### config.mk
export PLATFORM = sky130hd
export DESIGN_NAME = fetch_decode
export DESIGN_NICKNAME = d
export VERILOG_FILES = /design/src/rtl/fetch_decode.sv
export SDC_FILE = /design/constraint.sdc
export NUM_CORES = 1
export LEC_CHECK = 0
export BUFFER_PORTS_ARGS = -buffer_cell sky130_fd_sc_hd__buf_2
export CAP_MARGIN = 25
export CORE_AREA = 2 2 127 129
export CTS_CLUSTER_DIAMETER = 40
export DETAILED_ROUTE_END_ITERATION = 12
export DIE_AREA = 0 0 129 131
export GPL_TIMING_DRIVEN = 0
export PLACE_DENSITY = 0.64
export SYNTH_ARGS = -nofsm -noshare
export SYNTH_HDL_FRONTEND = slang
export SYNTH_SLANG_ARGS = --single-unit
### constraint.sdc
create_clock -name clk -period 2.94 [get_ports clk]
set_clock_uncertainty 0.05 [all_clocks]
set_input_delay 0.588 -clock clk [delete_from_list [all_inputs] [get_ports clk]]
set_output_delay 0.588 -clock clk [all_outputs]
set_load 0.01 [all_outputs]
### src/rtl/fetch_decode.sv
// fetch_decode: instruction-side front end.
// Fetch one word, decode and issue it, then wait for exec's next PC.
module fetch_decode #(
  parameter logic [31:0] RESET_PC = 32'h0000_0000,
  parameter int unsigned XLEN     = 32
) (
  input  logic            clk,
  input  logic            rst_n,
  output logic            imem_req_valid,
  input  logic            imem_req_ready,
  output logic [XLEN-1:0] imem_addr,
  input  logic            imem_rsp_valid,
  input  logic [31:0]     imem_rsp_data,
  output logic            dec_valid,
  input  logic            dec_ready,
  output logic [XLEN-1:0] dec_pc,
  output logic [6:0]      opcode,
  output logic [4:0]      rd,
  output logic [2:0]      funct3,
  output logic [4:0]      rs1,
  output logic [4:0]      rs2,
  output logic [6:0]      funct7,
  output logic [XLEN-1:0] imm_i_type,
  output logic [XLEN-1:0] imm_s_type,
  output logic [XLEN-1:0] imm_b_type,
  output logic [XLEN-1:0] imm_u_type,
  output logic [XLEN-1:0] imm_j_type,
  output logic            dec_illegal,
  input  logic            pc_valid,
  input  logic [XLEN-1:0] pc_in,
  output logic            trap
);

  typedef enum logic [2:0] {
    S_REQ,
    S_WAIT,
    S_ISSUE,
    S_WAIT_PC,
    S_ERROR
  } state_t;

  state_t          state;
  logic [XLEN-1:0] pc;
  logic [31:0]     instr_q;
  logic            illegal_q;
  logic            illegal_op;
  logic            take_pc;

  always_comb begin
    illegal_op = 1'b1;
    unique case (imem_rsp_data[6:0])
      7'h03, 7'h13, 7'h17,
      7'h23, 7'h33, 7'h37,
      7'h63, 7'h67, 7'h6F: illegal_op = 1'b0;
      default:             illegal_op = 1'b1;
    endcase
  end

  // A next PC offered during the issue handshake is taken at once.
  assign take_pc = pc_valid &
                   ((state == S_WAIT_PC) |
                    ((state == S_ISSUE) & dec_ready));

  always_ff @(posedge clk or negedge rst_n) begin
    if (!rst_n) begin
      state     <= S_REQ;
      pc        <= RESET_PC;
      instr_q   <= '0;
      illegal_q <= 1'b0;
      dec_valid <= 1'b0;
      dec_pc    <= '0;
      trap      <= 1'b0;
    end else begin
      case (state)
        S_REQ: begin
          if (imem_req_ready)
            state <= S_WAIT;
        end
        S_WAIT: begin
          if (imem_rsp_valid) begin
            instr_q   <= imem_rsp_data;
            illegal_q <= illegal_op;
            dec_pc    <= pc;
            dec_valid <= 1'b1;
            state     <= S_ISSUE;
          end
        end
        S_ISSUE: begin
          if (dec_ready) begin
            dec_valid <= 1'b0;
            state     <= S_WAIT_PC;
          end
        end
        S_WAIT_PC: ;
        S_ERROR:   ;
        default:   state <= S_ERROR;
      endcase
      if (take_pc) begin
        if (pc_in[1:0] == 2'b00) begin
          pc    <= pc_in;
          state <= S_REQ;
        end else begin
          trap  <= 1'b1;
          state <= S_ERROR;
        end
      end
    end
  end

  // Held low while in reset so nothing escapes before release.
  assign imem_req_valid = rst_n & (state == S_REQ);
  assign imem_addr      = rst_n ? pc : '0;

  assign opcode      = instr_q[6:0];
  assign rd          = instr_q[11:7];
  assign funct3      = instr_q[14:12];
  assign rs1         = instr_q[19:15];
  assign rs2         = instr_q[24:20];
  assign funct7      = instr_q[31:25];
  assign dec_illegal = illegal_q;

  assign imm_i_type = {{(XLEN-12){instr_q[31]}},
                       instr_q[31:20]};
  assign imm_s_type = {{(XLEN-12){instr_q[31]}},
                       instr_q[31:25], instr_q[11:7]};
  assign imm_b_type = {{(XLEN-13){instr_q[31]}},
                       instr_q[31], instr_q[7],
                       instr_q[30:25], instr_q[11:8],
                       1'b0};
  assign imm_u_type = {instr_q[31:12], 12'b0};
  assign imm_j_type = {{(XLEN-21){instr_q[31]}},
                       instr_q[31], instr_q[19:12],
                       instr_q[20], instr_q[30:21],
                       1'b0};

endmodule

-- Yosys cells after proc, flatten, opt, wreduce, memory -nomap -nowiden
Cells that the tools add are included.
- flip-flop bits (word level): 102
- output and inout bits: 260
- word-level logic and storage cells: 52
- eq/ne operators: 19
- mux-type cells: 11
- bitwise logic cells: 5
- reductions and logical operators: 10
- operator list (operator ; number):
    $mux W32 ; 1
    $eq A7 B6 Y1 const B ; 3
    $eq A7 B7 Y1 const B ; 3
    $mux W3 ; 5
    $eq A7 B5 Y1 const B ; 2
    $pmux W3 S4 ; 1
    $ne A3 B3 Y1 const B ; 3
    $reduce_or A9 Y1 ; 1
    $eq A7 B2 Y1 const B ; 1
    $eq A3 B2 Y1 const B ; 2
    $reduce_and A2 Y1 ; 3
    $ne A2 B2 Y1 const B ; 2
    $reduce_and A4 Y1 ; 1
    $and A1 B1 Y1 ; 3
    $eq A3 B1 Y1 const B ; 1
    $eq A3 B3 Y1 const B ; 1
    $logic_not A3 Y1 ; 1
    $mux W1 ; 3
    $reduce_and A3 Y1 ; 1
    $logic_not A2 Y1 ; 1
    $ne A2 B1 Y1 const B ; 1
    $pmux W1 S2 ; 1
    $reduce_bool A2 Y1 ; 1
    $reduce_or A2 Y1 ; 1
    other kinds (2) ; 2

-- Longest topological paths before layout
Gate-level depths: netlist of run 1.
- word-level depth: 6
- gate-level depth with buffers: 5
- gate-level depth less buffers: 3

-- Worst setup path before layout of run 1
Ideal clock, no wire load.
- kind: register to output
- start point: register instr_q[31]
- end point: output imm_b_type[12]
- arrival: 1.785 ns
- data required time: 2.302 ns
- slack: 0.517 ns
- stages on the path, launching flop included: 2
- cell sequence: dfrtp_1 > buf_4
- RTL lines (item ; line ; text):
    start: declaration ; 44 ; logic [31:0] instr_q;
    start signal: assignment ; 81 ; instr_q <= imem_rsp_data;
    end: declaration ; 25 ; output logic [XLEN-1:0] imm_b_type,
No word-level cell between the ends.

-- Final worst setup path of run 1
- start point: input rst_n
- end point: output imem_addr[30]
- cells in the longest elaborated chain, start to end: 1
- RTL lines (item ; line ; text):
    start: declaration ; 8 ; input logic rst_n,
    $mux W32 ; 112 ; assign imem_addr = rst_n ? pc : '0;
    end: declaration ; 11 ; output logic [XLEN-1:0] imem_addr,
Every way passes these cells.

==> results of run 1 <==
[layer usage]
layer / global-route usage, % / vias up / part of all wire (%)
met2: 26.1 / 165 / 51
met5: 0 / - / 0
met3: 6.03 / 14 / 9.5
li1: - / 1924 / -
met4: 4.09 / 0 / 1.4
met1: 17.3 / 1817 / 38
[stage by stage]
step	util [%]	setup slack (ns)	instances	TNS, ns	area (µm²)
finish	48.5	0.299	991	0	7570
global route	48.5	0.0221	991	0	7570
CTS	48.5	0.0712	992	0	7570
detailed placement	46.7	-0.0943	977	-0.761	7280
global placement	46.4	-1.03	975	-39.32	7230
floorplan	-	0.517	444	0	5380
[flip-flops by register name, summed over array words and instances, names as in the netlist]
| name | cells |
|---|---|
| dec_pc | 32 |
| instr_q | 32 |
| pc | 32 |
| state | 3 |
| dec_illegal | 1 |
| dec_valid | 1 |
| trap | 1 |
[cells in the mapped netlist, types with 2 or more instances]
library cell,instances,area (µm²)
a21oi_1,4,20.0
and2_1,32,200
buf_2,2,10.0
buf_4,160,1200
buf_6,8,90.1
clkbuf_1,3,11.3
dfrtp_1,102,2550
mux2_1,13,146
mux2_2,81,912
nand3b_1,2,15.0
nor2_1,4,15.0
nor2b_1,3,18.8
or2_2,2,12.5
[where the power goes]
group          total (W)  switching (W)  internal (W)
combinational    0.00472        0.00195       0.00277
sequential       0.00253       0.000527       0.00201
clock            0.00114       0.000500      0.000641
total            0.00840        0.00298       0.00542
[worst max-delay path by stage]
stage	to	slack, ns	cells after the start
after CTS	imem_addr[18]	0.07	5
after global routing	imem_addr[30]	0.02	5
final	imem_addr[30]	0.30	5
after global placement	imem_addr[18]	-1.03	4
after detailed placement	imem_addr[18]	-0.09	5
after floorplan	imm_b_type[12]	0.52	1
[cells by family after synthesis]
family / synth area share, %
simple gates: 6.57
flops: 47.9
mux: 19.8
other cells: 0.0703
compound gates: 1.06
buf+inv: 24.6
[repair_timing]
action,CTS,global route
cloned,0,0
setup endpoints to repair,10,9
resized for setup,1,0
[cell type report]
| cell class | instances | area (µm²) | area share (%) |
|---|---|---|---|
| multi-input combinational | 169 | 1520 | 20.1 |
| timing repair buffer | 317 | 1630 | 21.5 |
| clock inverter | 2 | 16.3 | 0.215 |
| tap | 216 | 270 | 3.57 |
| clock buffer | 13 | 270 | 3.57 |
| buffer | 172 | 1310 | 17.3 |
| sequential | 102 | 2550 | 33.7 |
==> flow_summary.json, run 1 <==
{
  "start_util_pct": 34.2,
  "cp_top_family": "buffers and inverters",
  "core-area_mm2": 0.0156,
  "avgSynthCellArea_um2": 12.4,
  "min_period_over_period_pct": 89.8,
  "finalPower_w": 0.00840,
  "max_freq_mhz": 379,
  "grt_overflow": 0,
  "wl_um": 13200,
  "yosys_warnings": 0,
  "antenna_found_initial": 0,
  "clk_path_buf_depth": 2,
  "place_hpwl_um": 10500,
  "synth.distinct_cells": 28,
  "syn-cell-area_mm2": 0.00533,
  "drc": 0,
  "power_density_mw_per_mm2": 1110,
  "die_w_um": 129,
  "portBuffers": 315,
  "gr-usage-all-layers_pct": 15.0,
  "crit_required_ns": 2.30,
  "rsz0062_at_grt": "false",
  "nets": 841,
  "final_common_cell": "buf_2",
  "startpoint_type": "input port",
  "ys_ff_latch": 102,
  "grt_pass1_wl_um": 19700,
  "grt_pass1_vias": 3651,
  "setup_viol": 0,
  "setup.worst_path.start": "rst_n",
  "cts-root-buf": "clkbuf_16",
  "dieArea_mm2": 0.0169,
  "vias": 3920,
  "worstRegToRegCells": 4,
  "drt-pass1-iter-count": 4,
  "synth_flop_cell": "dfrtp_1",
  "ir_drop_mv": 0.435,
  "synth_edf_count": 0,
  "hp-class": "input port to asynchronous set/reset pin",
  "crit_fanout": 64,
  "rows": 46,
  "reg2reg_from": "state[2]",
  "power.leakage_nw": 4.38,
  "layout_common_cells": "buf_2 (316), buf_4 (160), dfrtp_1 (101)",
  "cp-end-kind": "primary output",
  "async_flop_share_pct": 100,
  "drt-initial-drc-count": 74,
  "cts_tree": "done",
  "cp_num_buf_inv": 4,
  "fillers": 1524,
  "h-tree-depth": 3,
  "final-hold-violation-count": 0,
  "hold_ws_ns": 0.140,
  "gp_congestion": 0.728,
  "slowest_stage": "buf_6",
  "crit_arrival_ns": 2.00,
  "via_per_inst": 3.96,
  "grt_start_max_net_pins": 56,
  "cap_violations": 0,
  "insertedDiodeCount": 0,
  "relSlewSlack_pct": 65.7,
  "ys_seq_area_share_pct": 47.9,
  "regToRegEndpoint": "pc[13]",
  "netlist_instances": 431,
  "finalCriticalPeriod_ns": 2.64,
  "worst_pin_slew_ns": 0.514,
  "ios": 330,
  "outcome": "finished clean",
  "path_cells": "buf_6 > buf_16 > clkbuf_1 > and2_1 > buf_2",
  "drive_gt1_share_pct": 76.1,
  "worstSetupPathType": "input port to primary output",
  "cts_setup_buffers": 0,
  "ant_nets": 0,
  "cts_buffers": 9,
  "cts_hold_buf": 0,
  "r2r_setup_slack_ns": 1.07,
  "path_clk_slew_ns": 0.07,
  "slew_violations": 0,
  "wl_per_cell_um": 13.4,
  "critPathMaxStageDelay_ns": 0.38,
  "die_y_um": 131,
  "syn_to_final_growth_pct": 41.9,
  "cts_sinks": 102,
  "clk_latency_ns": 0.34
}
Power figures use the tool's default switching activity.
==> inputs of run 2 (changes only) <==
- clock period: 2.94 -> 2.7 ns (I/O delays scaled with it)
==> run 2 against run 1 <==
Register-to-register slack got worse by 0.24 ns. Global-route usage decreased by 0.061 points. Sequential share of layout area about the same. Cell area barely moved. First-iteration DRC count stayed put. Clock power increased by 9%. Critical path depth shrank 1. Die area did not move. Non-clock buffer count down 1. Combinational power is 8.9% higher. Sequential power is 9.1% higher. Worst setup slack gained 0.16 ns. Highest routed layer unchanged.
==> flow_summary.json, run 2 (synthesis results as in run 1) <==
{
  "outcome": "finished clean",
  "crit_required_ns": 2.11,
  "grt_overflow": 0,
  "cts_sinks": 102,
  "die_w_um": 129,
  "syn_to_final_growth_pct": 41.8,
  "gr-usage-all-layers_pct": 15.0,
  "finalCriticalPeriod_ns": 2.24,
  "layout_common_cells": "buf_2 (316), buf_4 (160), dfrtp_1 (101)",
  "crit_arrival_ns": 1.65,
  "clk_latency_ns": 0.34,
  "hp-class": "input port to asynchronous set/reset pin",
  "power_density_mw_per_mm2": 1210,
  "cts-root-buf": "clkbuf_16",
  "cap_violations": 0,
  "die_y_um": 131,
  "drc": 0,
  "rows": 46,
  "cts_buffers": 9,
  "final-hold-violation-count": 0,
  "startpoint_type": "input port",
  "cts_tree": "done",
  "insertedDiodeCount": 0,
  "cts_hold_buf": 0,
  "rsz0062_at_grt": "false",
  "max_freq_mhz": 447,
  "final_cell_count_no_fill": 990,
  "slowest_stage": "clkbuf_1",
  "ios": 330,
  "wl_um": 13200,
  "critPathMaxStageDelay_ns": 0.38,
  "start_util_pct": 34.2,
  "wl_per_cell_um": 13.3,
  "antenna_found_initial": 0,
  "vias": 3900,
  "dieArea_mm2": 0.0169,
  "cp-end-kind": "primary output",
  "drt-initial-drc-count": 74,
  "drt-pass1-iter-count": 4,
  "cp_num_buf_inv": 3,
  "min_period_over_period_pct": 82.8,
  "nets": 840,
  "place_inst": 977,
  "worstSetupPathType": "input port to primary output",
  "top_regs": "dec_pc x32, instr_q x32, pc x32",
  "layout_setup_ws_ns": 0.463,
  "clk_path_buf_depth": 2,
  "final_common_cell": "buf_2",
  "grt_start_max_net_pins": 65,
  "h-tree-depth": 3,
  "hold_ws_ns": 0.0977,
  "pre_cts_ws_ns": -0.238,
  "setup_viol": 0,
  "drive_gt1_share_pct": 76.2,
  "gp_congestion": 0.728,
  "slew_violations": 0,
  "ant_nets": 0,
  "place_hpwl_um": 10500,
  "grt_pass1_wl_um": 19600,
  "cp_top_family": "buffers and inverters",
  "path_cells": "clkbuf_8 > clkbuf_1 > and2_1 > buf_2",
  "finalPower_w": 0.00914,
  "ir_drop_mv": 0.473,
  "crit_fanout": 54,
  "via_per_inst": 3.94,
  "power.leakage_nw": 4.38,
  "portBuffers": 315,
  "path_clk_slew_ns": 0.07,
  "core-area_mm2": 0.0156,
  "grt_pass1_vias": 3656
}
-- run 2: path summary, 6_finish.rpt --
kind                               start  slack [ns]      endpoint  depth (start not counted)
max in group asynchronous          rst_n        1.83   instr_q[31]                          2
worst min-delay path               rst_n         0.1     dec_valid                          1
worst max register to register  state[2]        0.83        pc[13]                          4
worst min register to register      trap        0.43          trap                          1
min in group clk                pc_in[6]        0.36         pc[6]                          2
worst max-delay path               rst_n        0.46  imem_addr[8]                          4
-- run 2: where the power goes --
group	switching, W	total, W	internal (W)
clock	0.000542	0.00124	0.000698
sequential	0.000574	0.00276	0.00218
combinational	0.00213	0.00514	0.00302
total	0.00324	0.00914	0.00590
-- run 2: per-layer routing --
| layer | track usage [%] | vias up | part of all wire (%) |
|---|---|---|---|
| met3 | 6.03 | 14 | 9.6 |
| met2 | 26.1 | 163 | 51 |
| met5 | 0 | - | 0 |
| li1 | - | 1921 | - |
| met1 | 17.1 | 1802 | 38 |
| met4 | 4.09 | 0 | 1.5 |
-- run 2: layout make-up --
type	instances	area, µm²
Buffer	171	1310
Clock buffer	13	270
Clock inverter	2	16.3
Fill cell	1525	8030
Multi-Input combinational cell	169	1520
Sequential cell	102	2550
Tap cell	216	270
Timing Repair Buffer	317	1630
-- run 2: what timing repair did --
action / 4_1_cts / 5_1_grt
setup buffers: 0 / 0
resized for setup: 1 / 1
setup endpoints to repair: 20 / 10
-- run 2: through the flow --
stage | instance area [µm²] | setup TNS [ns] | util, %
detailed placement | 7280 | -3.08 | 46.7
finish | 7570 | 0 | 48.5
global route | 7570 | 0 | 48.5
floorplan | 5380 | 0 | -
global placement | 7230 | -66.29 | 46.4
CTS | 7570 | 0 | 48.5
==> inputs of run 3 (changes only) <==
- CORE_AREA: 2 2 127 129 -> 2 2 128 130
- DIE_AREA: 0 0 129 131 -> 0 0 130 132
- PLACE_DENSITY: 0.64 -> 0.65
- clock period: 2.7 -> 1.8 ns (I/O delays scaled with it)
==> run 3 against run 2 <==
Combinational power grew 55%. First-iteration DRC count grew 5.4%. Die area grew 1.5%. Worst setup slack lost 0.39 ns. Critical path depth grew 1. Clock power grew 63%. Sequential share of layout area shrank 1.2 points. Non-clock buffer count grew 16. Count of clock-buffer cells in the layout shrank 4. Final cell count grew 1.7%. Power grew 54%.
==> flow_summary.json, run 3 (synthesis results as in run 1) <==
{
  "outcome": "finished clean",
  "slowest_stage": "dfrtp_1",
  "hp-class": "input port to asynchronous set/reset pin",
  "regToRegEndpoint": "instr_q[11]",
  "fillers": 1484,
  "portBuffers": 315,
  "antenna_found_initial": 0,
  "startpoint_type": "flip-flop",
  "clk_latency_ns": 0.34,
  "route.met2.wl_um": 6960,
  "worstSetupPathType": "flip-flop to flip-flop",
  "critPathMaxStageDelay_ns": 0.39,
  "clk_path_buf_depth": 2,
  "ant_nets": 0,
  "topRoutingLayerUsed": "met4",
  "h-tree-depth": 3,
  "final-hold-violation-count": 0,
  "grt_pass1_vias": 3838,
  "drt-initial-drc-count": 78,
  "top_regs": "dec_pc x32, instr_q x32, pc x32",
  "p_seq_share_pct": 29.0,
  "max_freq_mhz": 579,
  "cts-root-buf": "clkbuf_16",
  "syn_to_final_growth_pct": 47.2,
  "via_per_inst": 4.00,
  "crit_required_ns": 1.98,
  "wl_met1_um": 5260,
  "rows": 46,
  "core-area_mm2": 0.0157,
  "worstRegToRegCells": 5,
  "crit_arrival_ns": 1.91,
  "pwr-share-comb_pct": 56.7,
  "nets": 856,
  "wl_per_cell_um": 13.9,
  "r2r_setup_slack_ns": 0.07,
  "power_density_mw_per_mm2": 1790,
  "cts_sinks": 102,
  "drc": 0,
  "setup_viol": 0,
  "cp-end-kind": "flip-flop",
  "drt-pass1-iter-count": 4,
  "grt_pass1_wl_um": 21300,
  "slew_violations": 0,
  "path_clk_slew_ns": 0.07,
  "wl_um": 14000,
  "placed_cell_area_mm2": 0.00726,
  "cp_num_buf_inv": 3,
  "insertedDiodeCount": 0,
  "gp_congestion": 0.753,
  "power.leakage_nw": 4.53,
  "gr-usage-all-layers_pct": 16.1,
  "path_cells": "buf_4 > and4bb_2 > buf_8 > buf_6 > mux2_2",
  "cts_tree": "done",
  "final.setup.tns_ns": 0,
  "finalPower_w": 0.0141,
  "clockPowerShare_pct": 14.3,
  "place_hpwl_um": 10600,
  "power_switching_w": 0.00504,
  "start_util_pct": 33.9,
  "setup.worst_path.start": "state[2]",
  "met3_length_um": 1540,
  "ios": 330,
  "crit_fanout": 10,
  "finalCriticalPeriod_ns": 1.73,
  "die_y_um": 132,
  "rsz0062_at_grt": "false",
  "dieArea_mm2": 0.0172,
  "final_common_cell": "buf_2",
  "grt_overflow": 0,
  "final_area_mm2": 0.00785,
  "vias": 4026,
  "switching_share_pct": 35.8,
  "cap_violations": 0,
  "internal_power_w": 0.00902,
  "crit_path_end": "instr_q[11]",
  "min_period_over_period_pct": 95.9,
  "drive_gt1_share_pct": 76.5,
  "layout_common_cells": "buf_2 (316), buf_4 (164), dfrtp_1 (101)",
  "cp_top_family": "buffers and inverters",
  "ir_drop_mv": 0.633,
  "die_w_um": 130,
  "cp.depth": 5,
  "reg2reg_from": "state[2]",
  "cts_buffers": 9,
  "grt_start_max_net_pins": 39
}
-- run 3: metrics by stage --
| step | instances | setup WS, ns | util, % | hold WS (ns) |
|---|---|---|---|---|
| 6_report | 1007 | 0.0731 | 50.0 | 0.0149 |
| 5_1_grt | 1007 | 0.00379 | 50.0 | 0.0136 |
| 4_1_cts | 1006 | 0.00595 | 49.8 | 0.0187 |
| 3_5_place_dp | 976 | -0.648 | 46.2 | 0.402 |
| 3_3_place_gp | 975 | -1.66 | 46.0 | 0.404 |
| 2_1_floorplan | 444 | 0.170 | - | 0.0144 |
-- run 3: what timing repair did --
action	4_1_cts	5_1_grt
hold buffers	6	0
pin swaps	1	1
setup buffers	6	1
endpoints found under the setup margin	137	115
cloned	2	0
gates resized for setup	6	6
hold endpoints to repair	50	0
-- run 3: how the worst min path moves through the flow --
stage,startpoint,to,slack (ns),cells after the start
2_1_floorplan,rst_n,dec_illegal,0.01,0
3_3_place_gp,trap,trap,0.40,1
3_5_place_dp,trap,trap,0.40,1
4_1_cts,rst_n,pc[8],0.02,3
5_1_grt,rst_n,pc[8],0.01,3
6_report,rst_n,dec_pc[18],0.01,3
-- run 3: power groups by stage --
stage | clock, W | sequential [W] | combinational, W
after floorplan | 0 | 0.00440 | 0.00460
after global placement | 0 | 0.00429 | 0.00766
after detailed placement | 0 | 0.00433 | 0.00772
after CTS | 0.00208 | 0.00412 | 0.00804
after global routing | 0.00218 | 0.00426 | 0.00863
final | 0.00202 | 0.00408 | 0.00797
-- run 3: layout make-up --
class / count / area, µm² / area share, %
sequential: 102 / 2560 / 32.6
timing repair buffer: 331 / 1860 / 23.7
multi-input combinational: 169 / 1520 / 19.3
buffer: 173 / 1330 / 17.0
tap: 216 / 270 / 3.44
clock buffer: 9 / 225 / 2.87
clock inverter: 7 / 85.1 / 1.08
-- run 3: per-layer routing --
| metal | vias up | track usage, % |
|---|---|---|
| met5 | - | 0 |
| met4 | 0 | 5.20 |
| met3 | 12 | 6.62 |
| met2 | 183 | 27.5 |
| met1 | 1869 | 18.0 |
| li1 | 1962 | - |
-- run 3: worst min-delay path: cells and delay by family --
| kind | cells | cell delay (ns) |
|---|---|---|
| buf+inv | 3 | 0.39 |
